<file path="src/rtl/inst_fetch_unit.sv">
// Instruction fetch sequencer: walks a PC through a synchronous-read
// instruction memory, loads each word into the instruction register and
// offers it to the execute stage over a valid/ready handshake. Jumps are
// taken on the accepting edge. Fetch stops after the halt opcode is consumed.
//
// Ports:
//   clk, sys_rst                 clock, synchronous active-low reset
//   start                        begin fetch at address 0 (IDLE/HALTED only)
//   imem_rd_en, imem_addr        instruction memory read strobe / address
//   imem_rdata                   read data, valid the cycle after imem_rd_en
//   ir_out, pc_out, ir_valid     instruction, its address, and valid flag
//   ir_ready                     execute stage accepts ir_out
//   jump_en, jump_addr           PC redirect, sampled on an accepting edge
//   halted                       halt instruction consumed
//   inst_count                   saturating count of accepted instructions
module inst_fetch_unit #(
   parameter int unsigned PROG_DEPTH = 16,
   parameter int unsigned AW         = 4,
   parameter logic [4:0]  HALT_OP    = 5'd27
) (
   input  logic          clk,
   input  logic          sys_rst,
   input  logic          start,
   output logic          imem_rd_en,
   output logic [AW-1:0] imem_addr,
   input  logic [31:0]   imem_rdata,
   output logic [31:0]   ir_out,
   output logic [AW-1:0] pc_out,
   output logic          ir_valid,
   input  logic          ir_ready,
   input  logic          jump_en,
   input  logic [AW-1:0] jump_addr,
   output logic          halted,
   output logic [15:0]   inst_count
);

   localparam int unsigned CW = 16;

   typedef enum logic [2:0] {
      S_IDLE,
      S_FETCH,
      S_WAIT,
      S_HOLD,
      S_HALTED
   } state_t;

   state_t        state;
   logic [AW-1:0] pc;
   logic [AW-1:0] next_pc_c;
   logic [CW-1:0] count_inc_c;
   logic          is_halt_c;

   // Successor address for an accepted non-halt instruction
   always_comb begin
      next_pc_c = pc + AW'(1);
      if (pc == AW'(PROG_DEPTH - 1)) begin
         next_pc_c = '0;
      end
      if (jump_en) begin
         next_pc_c = jump_addr;
      end
   end

   assign count_inc_c = (inst_count == {CW{1'b1}}) ? inst_count : inst_count + CW'(1);
   assign is_halt_c   = (ir_out[31:27] == HALT_OP);

   // Fetch FSM with registered outputs; the read strobe is raised on the
   // edge that enters FETCH so it is high exactly for the FETCH cycle.
   always_ff @(posedge clk) begin
      if (!sys_rst) begin
         state      <= S_IDLE;
         pc         <= '0;
         ir_out     <= '0;
         pc_out     <= '0;
         ir_valid   <= 1'b0;
         halted     <= 1'b0;
         inst_count <= '0;
         imem_rd_en <= 1'b0;
         imem_addr  <= '0;
      end else begin
         imem_rd_en <= 1'b0;
         case (state)
            S_IDLE: begin
               if (start) begin
                  pc         <= '0;
                  imem_addr  <= '0;
                  imem_rd_en <= 1'b1;
                  state      <= S_FETCH;
               end
            end
            S_FETCH: begin
               state <= S_WAIT;
            end
            S_WAIT: begin
               ir_out   <= imem_rdata;
               pc_out   <= pc;
               ir_valid <= 1'b1;
               state    <= S_HOLD;
            end
            S_HOLD: begin
               if (ir_ready) begin
                  ir_valid   <= 1'b0;
                  inst_count <= count_inc_c;
                  if (is_halt_c) begin
                     halted <= 1'b1;
                     state  <= S_HALTED;
                  end else begin
                     pc         <= next_pc_c;
                     imem_addr  <= next_pc_c;
                     imem_rd_en <= 1'b1;
                     state      <= S_FETCH;
                  end
               end
            end
            S_HALTED: begin
               if (start) begin
                  pc         <= '0;
                  inst_count <= '0;
                  halted     <= 1'b0;
                  imem_addr  <= '0;
                  imem_rd_en <= 1'b1;
                  state      <= S_FETCH;
               end
            end
            default: begin
               state <= S_IDLE;
            end
         endcase
      end
   end

endmodule

</file>
<file path="config.mk">
export PLATFORM = sky130hd
export DESIGN_NAME = inst_fetch_unit
export DESIGN_NICKNAME = d
export VERILOG_FILES = /design/src/rtl/inst_fetch_unit.sv
export SDC_FILE = /design/constraint.sdc
export NUM_CORES = 1
export LEC_CHECK = 0
export CAP_MARGIN = 40
export CORE_UTILIZATION = 30
export CTS_CLUSTER_DIAMETER = 60
export DETAILED_ROUTE_END_ITERATION = 6
export PLACE_DENSITY_LB_ADDON = 0.25
export REMOVE_ABC_BUFFERS = 1
export SKIP_CTS_REPAIR_TIMING = 1
export SLEW_MARGIN = 20
export SYNTH_ARGS = -nofsm -noshare
export SYNTH_HDL_FRONTEND = slang
export SYNTH_SLANG_ARGS = --single-unit
</file>
<file path="constraint.sdc">
create_clock -name clk -period 2.3 [get_ports clk]
set_clock_uncertainty 0.15 [all_clocks]
set_input_delay 0.46 -clock clk [delete_from_list [all_inputs] [get_ports clk]]
set_output_delay 0.46 -clock clk [all_outputs]
set_load 0.03 [all_outputs]
</file>
==> out/results.tsv, run 1 <==
metric	value	unit
reg2reg_from	inst_count[0]$_SDFFE_PN0P_	
yosysWarningCount	0	
cp_data_required_time	1690	ps
fillCellCount	906	
synth_compound_area_frac	0.2046	
cts_root_buf	clkbuf_8	
antenna_found_initial	0	
tightest_slew	409.4	ps
netlist_area	2673	µm²
synth_simple_gate_area_frac	0.2795	
synth-seq-area-share	0.4644	
cp-endpoint	inst_count[9]	
crit_cells	1	
stdcell_count	548	
crit_type	reg -> out	
ff2ff_setup_slack	280	ps
synthArstFlopShare	0	
dieWidth	96.39	µm
grt_pass1_vias	2421	
drc	1	
rr_endpoint	inst_count[15]$_SDFFE_PN0P_	
violations	design-rule violations	
synth_cell_type_count	45	
grt_pass1_wl	11500	µm
fin_setup_tns	0	ps
ff2ff_path_depth	6	
synth-edff-count	0	
synth_top_family_by_area	simple AND/OR/NAND/NOR gates	
layout_commonest_cell	clkdlybuf4s50_1	
syn_avg_cell_area	8.050	µm²
final_cell_mix	clkdlybuf4s50_1, nand2_1, dfxtp_1	
clk_path_buf_depth	2	
p_leak	0.001357	µW
ys.flop_type	dfxtp_1	
core_area	8678	µm²
fmax	461.9	MHz
ir_drop	393.5	µV
cts_tree	done	
place_inst	532	
maxCapViolations	0	
worst_path_max_delay_cell	clkdlybuf4s50_1	
crit_path_start	inst_count[9]$_SDFFE_PN0P_	
grt_max_degree	44	
insertion_delay	330	ps
period_minus_slack	2165	ps
post-route-util	0.4653	
synthCells	332	
fin_crit_sh	0.9413	
rsz0062_at_grt	no	
synthToLayoutAreaGrowth	51.08	%
firstDrtPassIters	6	
die_y	96.39	µm
synth-adder-area-share	0.009363	
status	complete, but fails checks	
p_per_area	641.5	nW/µm²
h-tree-depth	3	
cp_top_family	buffers and inverters	
wire_per_inst	13.89	µm
slew_viol_final	0	
slowest_delay	740	ps
clkTransAtPathRegs	70	ps
vias_per_cell	5.009	
fin_total_pwr	2590	µW
port_buffers	99	
finalHoldViolations	0	
layout-drive-gt1-share	0.08182	
io_pins	100	
start_util	0.3080	
drtIter0Drc	57	
hp-class	reg -> reg	
antenna_cells	0	
row_count	34	
grt_util_all_layers	0.1600	
crit_chain	clkdlybuf4s50_1	
endpoint_kind	output port	
nNetsFinal	478	
cp_max_fo	9	
crit_arrival	1550	ps
ant_nets	0	
drt_wl_total	7612	µm
synth_seq_cells	62	
slew_headroom	0.7260	
die-area	9290	µm²
cp_num_buf_inv	1	
clock-sinks	62	
num_vias	2745	
synthMuxAreaShare	0.008427	
yosys.area_share.xor_xnor	0	
cts_buffers	9	
routabilityCongestion	0.7579	
setup_viol	0	
dp_hpwl	5242	µm
grt_overflow	0	
startpoint_type	flip-flop	
[per-stage QoR]
stage	worst slack [ps]	cell area, µm²	hold WS [ps]
floorplan	138.7	2586	324.2
global placement	60.07	3822	291.6
detailed placement	-14.83	3822	297.3
CTS	107.0	4038	306.5
global route	58.86	4038	325.9
finish	135.0	4038	302.7
[how the worst min path moves through the flow]
| stage | startpoint | endpoint | slack [ps] | depth (start not counted) |
|---|---|---|---|---|
| after floorplan | state[2]$_SDFFE_PN0P_ | state[1]$_SDFFE_PN0P_ | 320 | 1 |
| after global placement | ir_out[20]$_SDFFE_PN0P_ | ir_out[20]$_SDFFE_PN0P_ | 290 | 2 |
| after detailed placement | ir_out[4]$_SDFFE_PN0P_ | ir_out[4]$_SDFFE_PN0P_ | 300 | 2 |
| after CTS | ir_out[4]$_SDFFE_PN0P_ | ir_out[4]$_SDFFE_PN0P_ | 310 | 2 |
| after global routing | ir_out[3]$_SDFFE_PN0P_ | ir_out[3]$_SDFFE_PN0P_ | 330 | 2 |
| final | ir_out[9]$_SDFFE_PN0P_ | ir_out[9]$_SDFFE_PN0P_ | 300 | 2 |
[cell usage after synthesis (4+ instances only)]
cell type | number | area [µm²]
nand2_1 | 87 | 326.6
dfxtp_1 | 62 | 1241
a21oi_1 | 48 | 240.2
nand3_1 | 16 | 80.08
nor2_1 | 16 | 60.06
clkbuf_1 | 13 | 48.80
o211ai_1 | 8 | 60.06
a31oi_1 | 7 | 43.79
buf_2 | 6 | 30.03
o21ai_1 | 6 | 30.03
and4_1 | 4 | 35.03
nand4_1 | 4 | 25.02
o21a_1 | 4 | 30.03
o21ai_0 | 4 | 20.02
[layer usage]
metal,global-route usage,vias to the layer above,part of all wire
li1,-,1392,-
met3,0.03912,9,0.080
met2,0.2447,106,0.42
met4,0.05637,0,0.013
met1,0.2188,1238,0.49
met5,0,-,0
[registers in the layout, indices dropped and copies added (netlist names)]
| name | flops |
|---|---|
| halted | 1 |
| imem_rd_en | 1 |
| inst_count | 16 |
| ir_out | 32 |
| ir_valid | 1 |
| pc | 4 |
| pc_out | 4 |
| state | 3 |
[tightest hold or removal path, stage by stage, from the launching register on]
cell	delay [ps]
dfxtp_1	310
nand2_1	50
a21oi_1	50
[final cells by class]
cell class / instances / area (µm²) / share of cell area
multi-input combinational: 249 / 1341 / 0.3322
sequential: 62 / 1241 / 0.3074
timing repair buffer: 112 / 1101 / 0.2727
clock buffer: 12 / 145.1 / 0.03595
tap: 108 / 135.1 / 0.03347
clock inverter: 4 / 70.07 / 0.01735
inverter: 1 / 3.754 / 0.0009297
[report_power, final]
part	total [µW]	leakage [µW]	switching [µW]	internal [µW]
combinational	390	0.000744	214	176
clock	1050	0.000110	412	638
sequential	1150	0.000503	33.0	1120
[cells by family after synthesis]
logic type | Yosys count
and+or+nand+nor | 155
AOI/OAI and AO/OA | 90
DFF | 62
buffers and inverters | 21
muxes | 2
adders and majority gates | 2
(Power assumes the default switching activity.)
==> run 2, diff against run 1 <==
--- a/config.mk
+++ b/config.mk
@@ -8,6 +8,7 @@
 export CAP_MARGIN = 40
 export CORE_UTILIZATION = 30
 export CTS_CLUSTER_DIAMETER = 60
+export CTS_CLUSTER_SIZE = 28
 export DETAILED_ROUTE_END_ITERATION = 6
 export PLACE_DENSITY_LB_ADDON = 0.25
 export REMOVE_ABC_BUFFERS = 1
==> results of run 2 <==
Same layout as run 1: the final DEF is identical, and so are final timing and power.
==> run 3, diff against run 2 <==
--- a/config.mk
+++ b/config.mk
@@ -17,3 +17,4 @@
 export SYNTH_ARGS = -nofsm -noshare
 export SYNTH_HDL_FRONTEND = slang
 export SYNTH_SLANG_ARGS = --single-unit
+export TNS_END_PERCENT = 10
==> results of run 3 <==
Same layout as run 1: the final DEF is identical, and so are final timing and power.
